===== src/rtl/timer_defs_pkg.sv =====
// timer_defs: shared state encoding, default timing constants and BCD helpers for the countdown timer
package timer_defs;

    typedef enum logic [1:0] {
        ST_IDLE,
        ST_RUN,
        ST_PAUSE,
        ST_EXPIRED
    } state_e;

    localparam int DEF_TICK_DIV    = 50_000_000;
    localparam int DEF_PRESET_SEC  = 30;
    localparam int DEF_BEEP_CYCLES = 25_000_000;
    localparam int BCD_W           = 4;

    // Elaboration-time split of a 0..99 value into {tens, ones}; never used on runtime data.
    function automatic logic [2*BCD_W-1:0] to_bcd(input int v);
        return {BCD_W'(v / 10), BCD_W'(v % 10)};
    endfunction

endpackage


===== src/rtl/tick_gen.sv =====
// tick_gen: one-second prescaler that pulses tick on its last count while enabled and holds its count when disabled
module tick_gen
    import timer_defs::*;
#(
    parameter int DIV = DEF_TICK_DIV
) (
    input  logic CLK,
    input  logic RST,
    input  logic clr,
    input  logic en,
    output logic tick
);

    localparam int W = $clog2(DIV);

    logic [W-1:0] cnt_q, cnt_d;

    assign tick = en && (cnt_q == W'(DIV - 1));

    // Clear wins over counting; a disabled prescaler freezes so a paused run resumes mid-second.
    always_comb begin
        cnt_d = clr ? '0 : !en ? cnt_q : tick ? '0 : cnt_q + 1'b1;
    end

    // Prescaler count register.
    always_ff @(posedge CLK) begin
        if (RST) cnt_q <= '0;
        else     cnt_q <= cnt_d;
    end

endmodule


===== src/rtl/countdown_timer.sv =====
// countdown_timer: BCD seconds countdown with run/pause control, expiry lockout and a timed buzzer
module countdown_timer
    import timer_defs::*;
#(
    parameter int TICK_DIV    = DEF_TICK_DIV,
    parameter int PRESET_SEC  = DEF_PRESET_SEC,
    parameter int BEEP_CYCLES = DEF_BEEP_CYCLES
) (
    input  logic             CLK,
    input  logic             RST,
    input  logic             Timer_Start,
    input  logic             Clear,
    output logic [BCD_W-1:0] Time_Tens,
    output logic [BCD_W-1:0] Time_Ones,
    output logic             Block_Sel,
    output logic             Beep_Enable,
    output logic             Running
);

    localparam logic [2*BCD_W-1:0] PRESET_BCD = to_bcd(PRESET_SEC);
    localparam logic [BCD_W-1:0]   PRE_TENS   = PRESET_BCD[2*BCD_W-1:BCD_W];
    localparam logic [BCD_W-1:0]   PRE_ONES   = PRESET_BCD[BCD_W-1:0];
    localparam int                 BW         = $clog2(BEEP_CYCLES + 1);

    state_e           state_q, state_d;
    logic [BCD_W-1:0] tens_q, tens_d, ones_q, ones_d;
    logic             block_q, block_d, beep_q, beep_d, run_q, run_d;
    logic [BW-1:0]    beep_cnt_q, beep_cnt_d;
    logic             tick, run_en, clr;

    // Prescaler only advances while actually counting; it is held at zero in IDLE and on Clear.
    assign run_en = (state_q == ST_RUN) && Timer_Start && !Clear;
    assign clr    = Clear || (state_q == ST_IDLE);

    tick_gen #(.DIV(TICK_DIV)) u_tick (
        .CLK (CLK),
        .RST (RST),
        .clr (clr),
        .en  (run_en),
        .tick(tick)
    );

    // Next-state and next-output logic: Clear overrides everything, then run/hold, then the tick.
    always_comb begin
        state_d    = state_q;
        tens_d     = tens_q;
        ones_d     = ones_q;
        block_d    = block_q;
        beep_d     = beep_q;
        beep_cnt_d = beep_cnt_q;
        if (Clear) begin
            state_d    = ST_IDLE;
            tens_d     = PRE_TENS;
            ones_d     = PRE_ONES;
            block_d    = 1'b0;
            beep_d     = 1'b0;
            beep_cnt_d = '0;
        end else begin
            case (state_q)
                ST_IDLE: begin
                    tens_d  = PRE_TENS;
                    ones_d  = PRE_ONES;
                    state_d = Timer_Start ? ST_RUN : ST_IDLE;
                end
                ST_RUN: begin
                    if (!Timer_Start) begin
                        state_d = ST_PAUSE;
                    end else if (tick) begin
                        if (tens_q == '0 && ones_q == BCD_W'(1)) begin
                            ones_d     = '0;
                            state_d    = ST_EXPIRED;
                            block_d    = 1'b1;
                            beep_d     = 1'b1;
                            beep_cnt_d = '0;
                        end else begin
                            ones_d = (ones_q == '0) ? BCD_W'(9) : ones_q - 1'b1;
                            tens_d = (ones_q == '0) ? tens_q - 1'b1 : tens_q;
                        end
                    end
                end
                ST_PAUSE: begin
                    state_d = Timer_Start ? ST_RUN : ST_PAUSE;
                end
                ST_EXPIRED: begin
                    if (beep_q) begin
                        beep_d     = (beep_cnt_q != BW'(BEEP_CYCLES - 1));
                        beep_cnt_d = beep_d ? beep_cnt_q + 1'b1 : beep_cnt_q;
                    end
                end
                default: state_d = ST_IDLE;
            endcase
        end
        run_d = (state_d == ST_RUN);
    end

    // State and registered outputs.
    always_ff @(posedge CLK) begin
        if (RST) begin
            state_q    <= ST_IDLE;
            tens_q     <= PRE_TENS;
            ones_q     <= PRE_ONES;
            block_q    <= 1'b0;
            beep_q     <= 1'b0;
            beep_cnt_q <= '0;
            run_q      <= 1'b0;
        end else begin
            state_q    <= state_d;
            tens_q     <= tens_d;
            ones_q     <= ones_d;
            block_q    <= block_d;
            beep_q     <= beep_d;
            beep_cnt_q <= beep_cnt_d;
            run_q      <= run_d;
        end
    end

    assign Time_Tens   = tens_q;
    assign Time_Ones   = ones_q;
    assign Block_Sel   = block_q;
    assign Beep_Enable = beep_q;
    assign Running     = run_q;

endmodule


===== config.mk =====
export PLATFORM = sky130hd
export DESIGN_NAME = countdown_timer
export DESIGN_NICKNAME = d
export VERILOG_FILES = /design/src/rtl/timer_defs_pkg.sv /design/src/rtl/tick_gen.sv /design/src/rtl/countdown_timer.sv
export SDC_FILE = /design/constraint.sdc
export NUM_CORES = 1
export LEC_CHECK = 0
export CORE_MARGIN = 2
export CORE_UTILIZATION = 35
export DETAILED_ROUTE_END_ITERATION = 8
export PLACE_DENSITY = 0.6
export SETUP_SLACK_MARGIN = 0.05
export SLEW_MARGIN = 20
export SYNTH_ARGS = -nofsm -noshare
export SYNTH_HDL_FRONTEND = slang
export SYNTH_HIERARCHICAL = 1
export SYNTH_SLANG_ARGS = --single-unit

===== constraint.sdc =====
create_clock -name CLK -period 3.5 [get_ports CLK]
set_input_delay 0.525 -clock CLK [delete_from_list [all_inputs] [get_ports CLK]]
set_output_delay 0.525 -clock CLK [all_outputs]
set_load 0.1 [all_outputs]

==> impl_metrics.yaml <==
synthesis:
  synth.area.top_cells: "dfxtp_1 (38%), a21oi_1 (5.2%), nand2_1 (3.9%)"
  synth_top_cell_by_area: "dfxtp_1"
  synth_top_area_share_pct: 38.1
  syn_nets: 417
  yosys_warnings: 6
  netlist_instances: 407
  synth-edff-count: 0
  postSynthAreaPerCell_um2: 8.27
  synth-main-ff-cell: "dfxtp_1"
  synth_area_um2: 3360
  synth-async-reset-ratio_pct: 0
  ys_ff_latch: 64
  netlist-cell-type-count: 55
  ys_seq_area_share_pct: 38.1
layout:
  num-fill-cells: 936
  final_util_pct: 42.0
  final_cell_mix: "dfxtp_1 (64), a21oi_1 (35), nand2_1 (35)"
  multi_input_area_um2: 1950
  layout.nets: 438
  drive_above_1_share_pct: 10.2
  areaGrowthSynthToFinish_pct: 15.9
  instances_no_fill: 561
  seq_area_um2: 1280
  final_common_cell: "dfxtp_1"
  antenna_cells: 0
global_route:
  grt_pass1_wl_um: 13300
  grt.busiest_layer: "met2"
  use_met3_pct: 4.04
  grt_start_max_net_pins: 24
  met2_usage_pct: 25.4
  gr-total-overflow: 0
  grt_antenna_before_repair: 0
  grt_pass1_vias: 2892
  grtUsageMet1_pct: 21.0
  grtUsageTotal_pct: 15.9
timing:
  rsz0062_at_grt: "no"
  min_period_over_period_pct: 80.8
  fin_skew_ns: 0.0136
  fmax_mhz: 354
  hold_slack_ns: 0.477
  finalSetupTns_ns: 0
  worst_slew_pin_slew_ns: 0.977
  relSlewSlack_pct: 34.7
  period_minus_slack_ns: 2.83
  setup_violations: 0
  slew_violations: 0
  hold_viol_final: 0
  layout_setup_ws_ns: 0.672
die:
  fp-row-count: 35
  core-area_um2: 9280
  start_util_pct: 36.2
  fp.dieArea_um2: 10400
  fp.dieW_um: 102
  die-height_um: 102
  ios: 15
power:
  leakage_nw: 1.22
  vdd_drop_max_uv: 192
  powerDensity_nw_per_um2: 382
job:
  maxCapViolCount: 0
critical_path:
  crit_family: "simple AND/OR/NAND/NOR gates"
  reg2regPathDepth: 11
  cp.required_ns: 3.76
  cp-end-kind: "register"
  path_common_cell: "nand4_1"
  r2r_slack_ns: 0.84
  max_stage_delay_ns: 0.48
  cp_max_fo: 5
  cp_cell_sequence: "clkdlybuf4s50_1 -> inv_1 -> nor3_1 -> and3_1 -> nand4_1 -> nor2_1 -> and2_1 -> nand4_1 -> or4_1 -> or3_1 -> a31oi_1"
  r2r_end: "Time_Tens[3]"
  worstSetupPathType: "input pin to register"
  crit_buf_inv: 2
  r2r_start: "state_q[1]"
  cp-start-kind: "input pin"
  critPathSlowestCell: "clkdlybuf4s50_1"
  worstPathArrival_ns: 3.09
worst_hold_path:
  hp-start: "u_tick/cnt_q[15]"
  min_path_cells: 2
  hold_class: "register to register"
  min_delay_worst_endpoint: "u_tick/cnt_q[15]"
drt:
  antenna_left: 0
  drt_wl_total_um: 7780
  route.detailed.drc: 0
  vias: 3103
  wl_per_cell_um: 13.9
  drt_iter0_markers: 187
  vias_per_cell: 5.53
  first_pass_iters: 4
place:
  place_ws_ns: 0.311
  hpwl_um: 5370
  gp_congestion: 0.800
  placedCellCount: 546
  io_buffers: 14
clocking:
  htree_levels: 3
  root_buffer: "clkbuf_8"
  cts_buffer_depth: 2
  postCtsResizedCells: 0
  tritoncts: "done"
  clock_sinks: 64
  clk_pin_slew_ns: 0.08
  numCtsBuffers: 9
  cts_setup_buffers: 0
  cts_hold_buffers: 0
  clk_latency_ns: 0.34
run_status:
  status: "completed"
## sequential cells by signal, indices dropped and copies added (netlist names)
register / cells
Block_Sel: 1
state_q: 2
Running: 1
Time_Ones: 4
Beep_Enable: 1
u_tick/cnt_q: 26
beep_cnt_q: 25
Time_Tens: 4
## worst reg2reg max path, stage by stage, from the launching register on
cell and delay, ns:
dfxtp_1 0.32, nand2b_1 0.13, buf_4 0.17, nor3_1 0.17, and3_1 0.20, nand4_1 0.12
nor2_1 0.19, and2_1 0.19, nand4_1 0.17, or4_1 0.45, or3_1 0.31, a31oi_1 0.16
## layout make-up
class / count / share of cell area [%]
Multi-Input combinational cell: 313 / 50.0
Clock buffer: 12 / 3.98
Sequential cell: 64 / 32.9
Timing Repair Buffer: 27 / 6.10
Clock inverter: 3 / 1.67
Inverter: 13 / 1.25
Tap cell: 129 / 4.14
## routing by layer
layer	vias up	wire, µm
met4	0	122
met3	10	300
met1	1461	3790
met5	-	0
met2	52	3570
li1	1580	-
## synthesized netlist by cell type, drive strengths merged (2+ instances only)
| cell type | n |
|---|---|
| and3 | 7 |
| a21boi | 2 |
| ha | 6 |
| xor2 | 6 |
| nand2 | 35 |
| nor4b | 5 |
| nor4 | 7 |
| nor2 | 30 |
| a21o | 2 |
| inv | 13 |
| a31oi | 5 |
| and2 | 4 |
| clkbuf | 10 |
| o31ai | 11 |
| nand4 | 17 |
| or2 | 4 |
| nor3 | 8 |
| xnor2 | 7 |
| buf | 7 |
| or4 | 18 |
| o211ai | 4 |
| a21oi | 35 |
| o311ai | 2 |
| o21ai | 25 |
| nand3 | 21 |
| and4 | 8 |
| and4b | 2 |
| or3 | 22 |
| dfxtp | 64 |
| nand2b | 4 |
| nor4bb | 2 |
## cells by family (layout without fill, tap and decap cells)
logic type | after synthesis | after routing | synth area share [%]
compound gates | 95 | 95 | 17.6
simple gates | 199 | 199 | 34.8
flops | 64 | 64 | 38.1
buf+inv | 30 | 55 | 3.94
fa+ha+maj | 6 | 6 | 2.23
xor+xnor | 13 | 13 | 3.38
## stage by stage
| step | area [µm²] | power, mW |
|---|---|---|
| 3_3_place_gp | 3680 | 0.788 |
| 3_5_place_dp | 3680 | 0.788 |
| 2_1_floorplan | 3360 | 0.772 |
| 5_1_grt | 3900 | 1.54 |
| 6_report | 3900 | 1.49 |
| 4_1_cts | 3900 | 1.51 |
## worst max-delay path by stage
stage                     start             end  slack, ns  cells past startpoint
finish              Timer_Start    Time_Tens[3]       0.67                     11
global route        Timer_Start  beep_cnt_q[19]       0.39                     11
CTS                 Timer_Start    Time_Tens[3]       0.66                     11
detailed placement  Timer_Start    Time_Tens[3]       0.31                     11
global placement    Timer_Start    Time_Tens[3]       0.36                     11
floorplan           Timer_Start    Time_Tens[3]       0.48                     11
## report_power, final
group | internal [mW] | switching [mW] | leakage, nW
Clock | 0.436 | 0.284 | 0.112
Combinational | 0.0145 | 0.0272 | 0.588
Sequential | 0.729 | 0.000680 | 0.516
Total | 1.18 | 0.312 | 1.22
No activity file was read; power rests on OpenSTA's default activity.
